===== config.mk =====
export PLATFORM = sky130hd
export DESIGN_NAME = adder_seq_ctrl
export DESIGN_NICKNAME = d
export VERILOG_FILES = /design/src/rtl/adder_seq_ctrl_pkg.sv /design/src/rtl/adder_seq_ctrl_adder_4bits.sv /design/src/rtl/adder_seq_ctrl.sv
export SDC_FILE = /design/constraint.sdc
export NUM_CORES = 1
export LEC_CHECK = 0
export CAP_MARGIN = 5
export CELL_PAD_IN_SITES_DETAIL_PLACEMENT = 0
export CELL_PAD_IN_SITES_GLOBAL_PLACEMENT = 2
export CORE_UTILIZATION = 35
export CTS_BUF_LIST = sky130_fd_sc_hd__clkbuf_16
export DETAILED_ROUTE_END_ITERATION = 7
export PLACE_DENSITY_LB_ADDON = 0.1
export SKIP_LAST_GASP = 1
export SLEW_MARGIN = 20
export SYNTH_ARGS = -nofsm -noshare
export SYNTH_HDL_FRONTEND = slang
export SYNTH_SLANG_ARGS = --single-unit

===== constraint.sdc =====
create_clock -name clk -period 4.58 [get_ports clk]
set_clock_uncertainty 0.1 [all_clocks]
set_input_delay 0.458 -clock clk [delete_from_list [all_inputs] [get_ports clk]]
set_output_delay 0.458 -clock clk [all_outputs]
set_load 0.02 [all_outputs]

===== src/rtl/adder_seq_ctrl_pkg.sv =====
// rtl/adder_seq_ctrl_pkg.sv - state encoding and nibble width shared by the sequential adder
package adder_seq_ctrl_pkg;

  localparam int NIBBLE_W = 4;

  typedef enum logic [1:0] {
    IDLE = 2'd0,
    RUN  = 2'd1,
    DONE = 2'd2
  } state_t;

endpackage


===== src/rtl/adder_seq_ctrl_adder_4bits.sv =====
// rtl/adder_seq_ctrl_adder_4bits.sv - combinational 4-bit ripple-carry adder for the nibble datapath
module adder_4bits
  import adder_seq_ctrl_pkg::*;
(
  input  logic [NIBBLE_W-1:0] a,
  input  logic [NIBBLE_W-1:0] b,
  input  logic                ci,
  output logic [NIBBLE_W-1:0] s,
  output logic                co
);

  logic [NIBBLE_W:0] c;

  always_comb begin
    s    = '0;
    c    = '0;
    c[0] = ci;
    for (int i = 0; i < NIBBLE_W; i++) begin
      s[i]   = a[i] ^ b[i] ^ c[i];
      c[i+1] = (a[i] & b[i]) | (c[i] & (a[i] ^ b[i]));
    end
    co = c[NIBBLE_W];
  end

endmodule


===== src/rtl/adder_seq_ctrl.sv =====
// rtl/adder_seq_ctrl.sv - WIDTH-bit add/sub sequenced over one nibble adder; ADDSEQ_SUB_EN enables subtract
module adder_seq_ctrl
  import adder_seq_ctrl_pkg::*;
#(
  parameter int WIDTH = 16
)
(
  input  logic             clk,
  input  logic             rst,
  input  logic             start,
  input  logic [WIDTH-1:0] a,
  input  logic [WIDTH-1:0] b,
  input  logic             ci,
  input  logic             sub,
  output logic             busy,
  output logic             done,
  output logic [WIDTH-1:0] s,
  output logic             co,
  output logic             ovf
);

  localparam int NIBBLES = WIDTH / NIBBLE_W;
  localparam int IDX_W   = (NIBBLES > 1) ? $clog2(NIBBLES) : 1;
  localparam logic [IDX_W-1:0] LAST_IDX = IDX_W'(NIBBLES - 1);

  state_t               state;
  state_t               state_nxt;
  logic [IDX_W-1:0]     idx;
  logic [WIDTH-1:0]     a_reg;
  logic [WIDTH-1:0]     b_reg;
  logic [WIDTH-1:0]     s_shift;
  logic [WIDTH-1:0]     s_next;
  logic [WIDTH-1:0]     b_cap;
  logic                 c_cap;
  logic                 carry_reg;
  logic [NIBBLE_W-1:0]  nib_sum;
  logic                 nib_co;
  logic                 accept;
  logic                 last;

`ifdef ADDSEQ_SUB_EN
  // a - b == a + ~b + 1, so subtract forces the initial carry high
  assign b_cap = sub ? ~b : b;
  assign c_cap = sub | ci;
`else
  logic unused_sub;
  assign unused_sub = sub;
  assign b_cap      = b;
  assign c_cap      = ci;
`endif

  adder_4bits u_adder (
    .a  (a_reg[NIBBLE_W-1:0]),
    .b  (b_reg[NIBBLE_W-1:0]),
    .ci (carry_reg),
    .s  (nib_sum),
    .co (nib_co)
  );

  // Sum nibbles enter from the top so the LSB nibble lands at the bottom after NIBBLES shifts
  assign s_next = (s_shift >> NIBBLE_W) | (WIDTH'(nib_sum) << (WIDTH - NIBBLE_W));
  assign busy   = (state == RUN);
  assign done   = (state == DONE);

  always_comb begin
    state_nxt = state;
    accept    = 1'b0;
    last      = (idx == LAST_IDX);
    case (state)
      IDLE: begin
        if (start) begin
          accept    = 1'b1;
          state_nxt = RUN;
        end
      end
      RUN: begin
        if (last) state_nxt = DONE;
      end
      DONE: begin
        if (start) begin
          accept    = 1'b1;
          state_nxt = RUN;
        end else begin
          state_nxt = IDLE;
        end
      end
      default: state_nxt = IDLE;
    endcase
  end

  always_ff @(posedge clk or posedge rst) begin
    if (rst) state <= IDLE;
    else     state <= state_nxt;
  end

  always_ff @(posedge clk or posedge rst) begin
    if (rst) begin
      idx       <= '0;
      a_reg     <= '0;
      b_reg     <= '0;
      s_shift   <= '0;
      carry_reg <= 1'b0;
      s         <= '0;
      co        <= 1'b0;
      ovf       <= 1'b0;
    end else if (accept) begin
      idx       <= '0;
      a_reg     <= a;
      b_reg     <= b_cap;
      carry_reg <= c_cap;
    end else if (state == RUN) begin
      idx       <= idx + IDX_W'(1);
      a_reg     <= a_reg >> NIBBLE_W;
      b_reg     <= b_reg >> NIBBLE_W;
      s_shift   <= s_next;
      carry_reg <= nib_co;
      if (last) begin
        s   <= s_next;
        co  <= nib_co;
        ovf <= (a_reg[NIBBLE_W-1] == b_reg[NIBBLE_W-1]) &&
               (nib_sum[NIBBLE_W-1] != a_reg[NIBBLE_W-1]);
      end
    end
  end

endmodule

==> impl_metrics.tcl, run 1 <==
set metrics [dict create \
    clk_path_buf_depth 2 \
    numCtsBuffers 9 \
    path_class "reg -> reg" \
    hpwlAfterDp_mm 3.74 \
    power.leakage_nw 1.75 \
    yosysSeqAreaShare_pct 58.2 \
    path_max_fanout 3 \
    finalSetupTns_ps 0 \
    htreeDepth 3 \
    detail-route-antenna-nets 0 \
    post_cts_buffers 0 \
    clk_pin_slew_worst_paths_ps 50 \
    viasPerCell 4.73 \
    r2r_slack_ps 2010 \
    cp_slowest_stage_delay_ps 460 \
    ir_drop_mv 0.233 \
    power.density_nw_per_um2 745 \
    grt_pass1_vias 1964 \
    grt_pass1_wl_mm 9.98 \
    cp.arrival_ps 2680 \
    drt_wl_total_mm 5.97 \
    path_cells "fa_1, inv_1, fa_1, inv_1, fa_1, inv_1, fa_1, xor2_1, o31ai_1" \
    crit_top_cell "fa_1" \
    initial_core_util_pct 36.7 \
    fmax_ghz 0.390 \
    dr.pass1.iters 4 \
    die_h_um 92.7 \
    synth_top_area_share_pct 58.2 \
    period_minus_slack_ps 2570 \
    gp_congestion 0.710 \
    finalHoldViolCount 0 \
    synth_top_cell_by_area "dfrtp_1" \
    worstHoldPathType "reg -> reg" \
    die_area_um2 8590 \
    pin_count 57 \
    yosys-top-cells-area "dfrtp_1 (58%), nand2_1 (9.4%), mux2_4 (5.7%), a22oi_1 (3.1%), fa_1 (2.8%)" \
    drive_gt1_share_pct 11.3 \
    drc 0 \
    layout.nets 358 \
    setup_viol 0 \
    cts_root_buf "clkbuf_16" \
    area_delta_synth_final_pct 29.6 \
    grt_max_degree 43 \
    status "complete, no violations" \
    syn_area_um2 2880 \
    fin_crit_sh_pct 56.0 \
    synth.distinct_cells 28 \
    cts_tree "built" \
    maxSlewHeadroom_pct 41.1 \
    cts-resized-gates 0 \
    rsz0062_at_grt "no" \
    maxSlewViolCount 0 \
    ys_seq_elements 67 \
    worst_slack_ps 2010 \
    fp-row-count 32 \
    synth_cells 261 \
    grtUsageTotal_pct 15.4 \
    tightest_slew_ps 882 \
    grt.overflow.total 0 \
    worst_ep_required_time_ps 4690 \
    avgSynthCellArea_um2 11.0 \
    yosysWarnings 0 \
    place_ws_ps 2010 \
    avgRoutedWirePerCell_um 14.2 \
    drt-initial-drc-count 76 \
    crit_buf_inv 3 \
    cp_slowest_cell "fa_1" \
    antenna_found_initial 0 \
    via_count 1992 \
    max_cap_viol_count 0 \
    endpoint_kind "flop" \
    antenna_cells 0 \
    core_area_um2 7850 \
    worstSetupStartpointType "flop" \
    clock_latency_ps 320 \
    portBuffers 55 \
    fp.dieW_um 92.7 \
    cts_num_sinks 67 \
    holdBufCountCts 0 \
    synth_nets 304 \
    cp_top_family "adder cells" \
]
worst paths after layout:
| check | start | end | cells past startpoint |
|---|---|---|---|
| max | a_reg[0] | ovf | 9 |
| max reg2reg | a_reg[0] | ovf | 9 |
| min in group asynchronous | rst | s[0] | 2 |
| min | s_shift[6] | s_shift[6] | 2 |
| min reg2reg | s_shift[6] | s_shift[6] | 2 |
| max in group asynchronous | rst | s_shift[9] | 3 |
synthesized netlist by cell type:
| master | instances |
|---|---|
| buf_4 | 6 |
| a221o_1 | 4 |
| dfrtp_1 | 67 |
| nand2b_1 | 1 |
| ha_1 | 2 |
| mux2_4 | 11 |
| nand3_1 | 13 |
| xor2_1 | 1 |
| nand2_1 | 72 |
| nand2b_2 | 1 |
| o31ai_1 | 1 |
| nor2b_1 | 2 |
| o21ai_0 | 7 |
| nor2_4 | 1 |
| clkinv_2 | 1 |
| a22oi_1 | 12 |
| nand3b_2 | 1 |
| clkbuf_1 | 2 |
| a22o_1 | 6 |
| fa_1 | 4 |
| a21oi_1 | 3 |
| buf_2 | 6 |
| mux2_2 | 3 |
| nor2_1 | 10 |
| inv_1 | 9 |
| buf_6 | 3 |
| nor3_1 | 3 |
| a31oi_1 | 9 |
worst register-to-register path, cell delays in order, from the launching register on:
cell and delay [ps]:
dfrtp_1 410, fa_1 420, inv_1 70, fa_1 160
inv_1 50, fa_1 360, inv_1 80, fa_1 460
xor2_1 170, o31ai_1 190
cells in the final DEF (no fill, tap or decap), types with 9 or more instances in the layout:
master,Yosys,layout
nand2_1,72,72
inv_1,9,9
clkbuf_16,0,9
a31oi_1,9,9
mux2_4,11,11
clkdlybuf4s50_1,0,55
nand3_1,13,13
a22oi_1,12,12
nor2_1,10,10
dfrtp_1,67,67
layer usage:
| metal | global-route usage [%] | part of all wire [%] | vias to the layer above |
|---|---|---|---|
| met2 | 22.3 | 45 | 44 |
| met3 | 4.27 | 3.2 | 8 |
| met1 | 21.7 | 50 | 956 |
| met5 | 0 | 0 | - |
| met4 | 6.15 | 1.7 | 0 |
| li1 | - | - | 984 |
layout make-up:
type | count | area (um2)
fill | 764 | 4120
sequential | 67 | 1680
multi-input combinational | 167 | 1050
timing repair buffer | 60 | 588
clock buffer | 9 | 225
tap | 102 | 128
inverter | 10 | 38.8
clock inverter | 6 | 25.0
per-stage QoR:
step	cell area [um2]	hold slack (ps)	instances	utilization, %	total power, mW
floorplan	2880	346	261	-	1.85
global placement	3480	360	406	44.4	2.21
detailed placement	3480	363	406	44.4	2.23
CTS	3730	377	421	47.5	2.83
global route	3730	395	421	47.5	2.99
finish	3730	371	421	47.5	2.78
where the power goes:
part / internal [mW] / total [mW] / switching (mW)
clock network: 0.353 / 0.586 / 0.233
registers: 0.871 / 1.03 / 0.162
logic: 0.535 / 1.16 / 0.626
kinds of logic (layout without fill, tap and decap cells):
group / count (synthesis) / in the layout / share of synthesized area, %
AND/OR/NAND/NOR: 104 / 104 / 15.2
XOR/XNOR: 1 / 1 / 0.304
AO/OA/AOI/OAI: 42 / 42 / 10.3
adder cells (fa/ha/maj): 6 / 6 / 3.65
flip-flops: 67 / 67 / 58.2
multiplexers: 14 / 14 / 6.91
buffers and inverters: 27 / 85 / 5.39
(Power assumes the default switching activity.)
==> inputs of run 2 (changes only) <==
Settings changed: CORE_UTILIZATION 35 to 33.
Clock period 4.58 ns to 2.6 ns, I/O delays scaled along.
==> run 2 against run 1 <==
  * Via count is 0.55% higher
  * Highest routed layer unchanged
  * Die area is 5.9% higher
  * Setup slack worse by 1900 ps
  * Clock power is 140% higher
  * Register-to-register slack worse by 1900 ps
  * Total power is 90% higher
==> impl_metrics.tcl, run 2 (same netlist as run 1, synthesis figures left out) <==
set metrics [dict create \
    intPower_mw 3.43 \
    crit_buf_inv 3 \
    drc 0 \
    drt_wl_total_mm 6.12 \
    gp_congestion 0.720 \
    p_sw_share_pct 35.0 \
    fp-row-count 33 \
    avgRoutedWirePerCell_um 14.3 \
    max_cap_viol_count 0 \
    viasPerCell 4.69 \
    power.density_nw_per_um2 1370 \
    grtUsageTotal_pct 15.5 \
    path_class "reg -> reg" \
    ir_drop_mv 0.427 \
    p_clk_share_pct 26.2 \
    via_count 2003 \
    worstRegToRegCells 9 \
    htreeDepth 3 \
    power.leakage_nw 1.81 \
    area_delta_synth_final_pct 33.9 \
    layout.nets 360 \
    cts_root_buf "clkbuf_16" \
    pwr-share-seq_pct 34.6 \
    cts_num_sinks 67 \
    cp_slowest_stage_delay_ps 450 \
    antenna_found_initial 0 \
    finalSetupTns_ps 0 \
    period_minus_slack_ps 2500 \
    final_common_cell "nand2_1" \
    tightest_slew_ps 689 \
    portBuffers 55 \
    dr.pass1.iters 5 \
    crit_start "a_reg[0]" \
    grt_max_degree 47 \
    cp.depth 9 \
    drive_gt1_share_pct 13.0 \
    cp_top_family "adder cells" \
    path_cells "fa_1, inv_1, fa_1, inv_1, fa_1, inv_1, fa_1, xor2_1, o31ai_1" \
    drt-initial-drc-count 85 \
    combPwrFrac_pct 39.2 \
    setup_viol 0 \
    maxSlewViolCount 0 \
    endpoint_kind "flop" \
    numCtsBuffers 9 \
    die_h_um 95.4 \
    holdBufCountCts 0 \
    status "complete, no violations" \
    fillerInstances 819 \
    grt_pass1_vias 2097 \
    initial_core_util_pct 34.5 \
    maxSlewHeadroom_pct 53.8 \
    pin_count 57 \
    cts_tree "built" \
    fp.dieW_um 95.4 \
    cp_slowest_cell "fa_1" \
    path_max_fanout 3 \
    worstSetupStartpointType "flop" \
    final_cell_mix "nand2_1 (72), dfrtp_1 (67), clkdlybuf4s50_1 (55), nand3_1 (13), a22oi_1 (12)" \
    whs_ps 172 \
    crit_top_cell "fa_1" \
    final_util_pct 46.2 \
    clk_path_buf_depth 2 \
    clk_pin_slew_worst_paths_ps 60 \
    r2r-start "a_reg[0]" \
    p_sw_mw 1.84 \
    r2r_slack_ps 100 \
    rsz0062_at_grt "no" \
    fmax_ghz 0.401 \
    core_area_um2 8340 \
    detail-route-antenna-nets 0 \
    finalHoldViolCount 0 \
    fin_crit_sh_pct 96.0 \
    die_area_um2 9100 \
    hpwlAfterDp_mm 3.96 \
    worstHoldPathType "in -> async" \
    worst_ep_required_time_ps 2730 \
    grt.overflow.total 0 \
    grt_pass1_wl_mm 10.4 \
    post_cts_buffers 0 \
    clock_latency_ps 330 \
    cts-resized-gates 0 \
    antenna_cells 0 \
    cp.arrival_ps 2620 \
]
[run 2: cell count changes in the layout (fill, tap and decap cells not counted), sizes merged]
| cell | previous run | this run |
|---|---|---|
| bufinv | 0 | 3 |
| buf | 5 | 7 |
| clkinv | 6 | 5 |
| inv | 10 | 9 |
[run 2: power by group through the flow]
| stage | sequential (mW) | clock [mW] | combinational, mW |
|---|---|---|---|
| global route | 1.89 | 1.46 | 2.35 |
| detailed placement | 1.85 | 0 | 2.11 |
| global placement | 1.84 | 0 | 2.09 |
| floorplan | 1.93 | 0 | 1.33 |
| CTS | 1.83 | 1.42 | 2.13 |
| finish | 1.82 | 1.38 | 2.07 |
[run 2: stage by stage]
stage | area [um2] | setup slack (ps) | total power, mW | instances
floorplan | 2880 | 204 | 3.26 | 261
global placement | 3510 | 117 | 3.92 | 411
detailed placement | 3510 | 85.4 | 3.96 | 411
CTS | 3850 | 71.3 | 5.38 | 427
global route | 3850 | 4.98 | 5.70 | 427
finish | 3850 | 104 | 5.27 | 427
[run 2: worst paths after layout]
check / to
worst max-delay path: ovf
worst max register to register: ovf
max in group asynchronous: b_reg[12]
worst min register to register: s_shift[7]
min in group clk: s_shift[7]
worst min-delay path: s[8]
[run 2: cell type report]
class                   instances  area [um2]  share of cell area, %
flip-flops and latches         67        1680                   43.5
multi-input cells             167        1050                   27.2
repair buffers                 62         616                   16.0
clock buffers                   9         225                   5.84
well taps                     105         131                   3.41
clock inverters                 7         116                   3.02
inverters                      10        38.8                   1.01
[run 2: routing by layer]
metal / share of wire (%) / up-vias / global-route usage (%)
met4: 1.7 / 0 / 7.09
met2: 48 / 49 / 25.1
met3: 3.8 / 10 / 4.15
met5: 0 / - / 0
li1: - / 989 / -
met1: 46 / 955 / 19.4
==> inputs of run 3 (changes only) <==
Settings changed: PLACE_DENSITY_LB_ADDON 0.1 to 0.15.
==> run 3 against run 2 <==
  * Register-to-register slack improved by 40 ps
  * Routed wire length increased by 0.49%
  * Final cell count increased by 0.23%
  * Critical path type unchanged
  * Total power increased by 1.0%
  * Count of clock-buffer cells in the layout unchanged
  * Combinational power increased by 2%
  * Largest power group unchanged
==> impl_metrics.tcl, run 3 (same netlist as run 1, synthesis figures left out) <==
set metrics [dict create \
    drt-initial-drc-count 69 \
    r2r_slack_ps 150 \
    drt_wl_total_mm 6.15 \
    path_max_fanout 3 \
    dr.pass1.iters 4 \
    power.total_mw 5.32 \
    fp-row-count 33 \
    maxSlewHeadroom_pct 64.4 \
    finalSetupTns_ps 0 \
    detail-route-antenna-nets 0 \
    cts_tree "built" \
    antenna_found_initial 0 \
    tightest_slew_ps 532 \
    via_count 2032 \
    avgRoutedWirePerCell_um 14.4 \
    clk_pin_slew_worst_paths_ps 60 \
    clock_latency_ps 330 \
    ir_drop_mv 0.476 \
    hpwlAfterDp_mm 3.85 \
    setup_viol 0 \
    power.density_nw_per_um2 1380 \
    grt_use_met1_pct 21.1 \
    initial_core_util_pct 34.5 \
    busiest_layer "met2" \
    numCtsBuffers 9 \
    r2r_end "ovf" \
    r2r-start "a_reg[0]" \
    period_minus_slack_ps 2450 \
    htreeDepth 3 \
    pin_count 57 \
    clk_path_buf_depth 2 \
    area_delta_synth_final_pct 34.2 \
    finalHoldViolCount 0 \
    final_cell_mix "nand2_1 (72), dfrtp_1 (67), clkdlybuf4s50_1 (55), nand3_1 (13), a22oi_1 (12)" \
    fin_crit_sh_pct 94.3 \
    fmax_ghz 0.408 \
    gp_congestion 0.722 \
    grt_pass1_wl_mm 10.4 \
    core_area_um2 8340 \
    cp.arrival_ps 2590 \
    worstRegToRegCells 9 \
    worst_ep_required_time_ps 2730 \
    worstHoldPathType "in -> async" \
    cts_num_sinks 67 \
    viasPerCell 4.75 \
    power.leakage_nw 1.80 \
    die_h_um 95.4 \
    grt_max_degree 68 \
    use_met2_pct 23.1 \
    fillerInstances 796 \
    rsz0062_at_grt "no" \
    fp.dieW_um 95.4 \
    die_area_um2 9100 \
    grt.overflow.total 0 \
    grtUsageTotal_pct 15.5 \
    endpoint_kind "flop" \
    final_common_cell "nand2_1" \
    max_cap_viol_count 0 \
    layout.nets 361 \
    grt_pass1_vias 1997 \
    drive_gt1_share_pct 14.2 \
    path_class "reg -> reg" \
    holdBufCountCts 0 \
    status "complete, no violations" \
    maxSlewViolCount 0 \
    drc 0 \
    met3_usage_pct 4.86 \
    antenna_cells 0 \
    worstSetupStartpointType "flop" \
    cts_root_buf "clkbuf_16" \
    portBuffers 55 \
]
-- run 3: cell count changes in the layout (fill, tap and decap cells not counted), sizes merged --
cell and change:
clkinv -2, buf +1, clkinvlp +1, inv +1
-- run 3: repair_timing --
item,CTS,global route
setup buffers,0,1
gates resized for setup,0,3
setup endpoints to repair,0,1
hold endpoints to repair,0,0
-- run 3: per-stage QoR --
step	std cells	area [um2]	hold WS, ps	setup slack [ps]	util [%]
floorplan	261	2880	291	204	-
global placement	411	3510	359	140	42.1
detailed placement	411	3510	363	64.9	42.1
CTS	427	3850	244	49.5	46.2
global route	428	3860	249	38.9	46.3
finish	428	3860	198	148	46.3
-- run 3: where the power goes --
| group | leakage (nW) | switching [mW] | internal (mW) | total, mW |
|---|---|---|---|---|
| clock network | 0.163 | 0.454 | 0.934 | 1.39 |
| registers | 0.837 | 0.296 | 1.53 | 1.83 |
| logic | 0.804 | 1.12 | 0.987 | 2.11 |
| total | 1.80 | 1.87 | 3.45 | 5.32 |
-- run 3: critical path, stage by stage, from the launching register on --
cell and delay [ps]:
dfrtp_1 400, fa_2 380, inv_1 70, fa_1 150, inv_1 50, fa_2 330
inv_2 60, fa_1 430, xor2_1 170, o31ai_1 240
-- run 3: layout make-up --
cell class,count,area [um2],share of cell area (%)
Sequential cell,67,1680,43.4
Multi-Input combinational cell,167,1050,27.3
Timing Repair Buffer,63,623,16.1
Clock buffer,9,225,5.83
Tap cell,105,131,3.40
Clock inverter,7,115,2.98
Inverter,10,38.8,1.00
-- run 3: layer usage --
layer | part of all wire [%] | wire length (um)
met2 | 45 | 2760
met4 | 1.7 | 104
met5 | 0 | 0
met1 | 49 | 3000
met3 | 4.6 | 280
-- run 3: worst max path at each step --
stage | start | to | slack (ps) | depth (start not counted)
6_report | a_reg[0] | ovf | 150 | 9
5_1_grt | a_reg[0] | ovf | 40 | 9
4_1_cts | a_reg[0] | ovf | 50 | 9
3_5_place_dp | a_reg[0] | ovf | 60 | 9
3_3_place_gp | a_reg[0] | ovf | 140 | 9
2_1_floorplan | a_reg[0] | ovf | 200 | 9
==> edit, RTL diff (flow settings as in run 1) <==
The option `ADDSEQ_SUB_EN` is turned on by a define.
--- a/src/rtl/adder_seq_ctrl.sv
+++ b/src/rtl/adder_seq_ctrl.sv
@@ -1,4 +1,6 @@
 // rtl/adder_seq_ctrl.sv - WIDTH-bit add/sub sequenced over one nibble adder; ADDSEQ_SUB_EN enables subtract
+`define ADDSEQ_SUB_EN
+
 module adder_seq_ctrl
   import adder_seq_ctrl_pkg::*;
 #(
Function: changed (Yosys sat finds a counterexample within 10 cycles, from zero or initial values and one cycle with rst high).
==> edit against run 1 <==
  * Utilization decreased by 0.54 points
  * Total power increased by 3.1%
  * Worst setup slack worse by 0.60 ns
  * Final cell count up 7.1%
  * Final area increased by 5.1%
  * Register-to-register slack improved by 0.03 ns
  * Wire length shrank 0.17%
  * Sequential cell count unchanged
  * Area after synthesis is 6.5% higher
  * First-iteration DRC count decreased by 2.6%
  * Largest power group unchanged
==> edit: results (changes against run 1) <==
| Metric | Value |
|---|---|
| Status | completed |
| Total iterations of the first detailed-routing run | 4 (unchanged) |
| Seq/Total Area, Yosys | 54.7% (-3.5 points) |
| Met1 wire length | 2900 um (-3.3%) |
| FILL cells | 804 (+5.2%) |
| Area after DPL | 0.00364 mm^2 (+4.6%) |
| Crit path largest cell delay | 0.70 ns (+0.24 ns) |
| Hold crit path type | flip-flop to flip-flop |
| Worst slew pin tran | 0.984 ns (+0.103 ns) |
| Global placement routability congestion | 0.681 (-4.1%) |
| Via density | 4.65 (-1.8%) |
| H-tree Lvls | 3 (unchanged) |
| Detailed Place HPWL | 3910 um (+4.8%) |
| Antenna violations before repair | 0 (unchanged) |
| CP startpoint | state[1]$_DFFE_PP0P_ |
| Worst-path fanout max | 44 (+41) |
| First-pass GRT wire length | 10,200 um (+2.3%) |
| Gr usage total | 15.0% (-0.33 points) |
| Root buf cell | clkbuf_16 |
| Slowest cell on crit path | clkdlybuf4s50_1 |
| Vias in the first global route | 2,071 (+5.4%) |
| Share of layout cells above drive strength 1 | 13.6% (+2.3 points) |
| M2 GR Usage | 23.8% (+1.5 points) |
| Wire length on met3 | 195 um (+1.6%) |
| Power Density | 731 mW/mm^2 (-1.9%) |
| Pre-CTS setup slack | 1.69 ns (-0.321 ns) |
| LEAKAGE | 1.77 nW (+0.78%) |
| FF-to-FF path depth | 9 (unchanged) |
| Bufs w/o clock | 58 (-3.3%) |
| Synth async-reset ratio | 100% (unchanged) |
| Met1 Use GR | 19.6% (-2.0 points) |
| Most common library cells after synthesis | 78 x nand2_1, 67 x dfrtp_1, 23 x nor2_1, 17 x xor2_1, 16 x a31oi_1 |
| Cells after DPL | 437 (+7.6%) |
| Multi-input gate area | 0.00122 mm^2 (+17%) |
| Synth top area cells | dfrtp_1 55%, nand2_1 9.6%, mux2_2 5.1%, xor2_1 4.9%, a31oi_1 3.3% |
| Syn nets | 337 (+11%) |
| GRT met3 Usage | 2.95% (-1.3 points) |
| N_diodes | 0 (unchanged) |
| Yosys warning count | 0 (unchanged) |
| Final net count | 386 (+7.8%) |
| WL final | 5960 um (-0.17%) |
| VDD IR max | 0.000222 V (-4.5%) |
| Area occupied by registers | 0.00168 mm^2 (unchanged) |
| Worst r2r src | a_reg[0]$_DFFE_PP0P_ |
| Area of the mapped netlist | 0.00307 mm^2 (+6.5%) |
| Cells after Synth | 294 (+13%) |
| Clock Sinks | 67 (unchanged) |
| Met2 wire length | 2780 um (+3.7%) |
| Post-synth cell types | 27 (-3.6%) |
| Largest buffer count on any clock path | 2 (unchanged) |
| Non-filler instance count after layout | 451 (+7.1%) |
| CP arrival | 2.60 ns (-0.08 ns) |
| Inverters | 10 (unchanged) |
| Initial drt markers | 74 (-2.6%) |
| Data buffer area share | 14.7% (-1.1 points) |
| Multi-input gates | 197 (+18%) |
| IO Port Bufs | 56 (+1.8%) |
| Clock Pin Slew Worst Setup and Hold Paths | 0.05 ns (about the same) |
| Clock network area share | 6.96% (+0.25 points) |
| Pin count of the biggest net entering global routing | 52 (+21%) |
## edit: critical path, delay by kind of cell (launching register included)
family,cells,cell delay [ns]
buffers and inverters,2,1.29
AND/OR/NAND/NOR,1,0.62
flip-flops,1,0.37
## edit: worst paths after layout
kind	to	slack (ns)
setup / recovery	busy	1.42
hold / removal	s_shift[6]$_DFFE_PP0P_	0.37
setup reg to reg	ovf$_DFFE_PP0P_	2.04
hold reg to reg	s_shift[6]$_DFFE_PP0P_	0.37
max in group asynchronous	s[11]$_DFFE_PP0P_	2.95
min in group asynchronous	state[0]$_DFFE_PP0P_	0.54
## edit: power breakdown
group | internal [mW] | switching, mW | leakage [nW]
combinational | 0.527 | 0.649 | 0.802
clock | 0.409 | 0.232 | 0.140
sequential | 0.883 | 0.166 | 0.826
## edit: cell families after synthesis
family	synth area share, %
and+or+nand+nor	15.6
buffers and inverters	5.71
xor gates and xnor gates	4.86
muxes	5.14
AOI/OAI and AO/OA	10.6
DFF	54.7
adders and majority gates	3.43
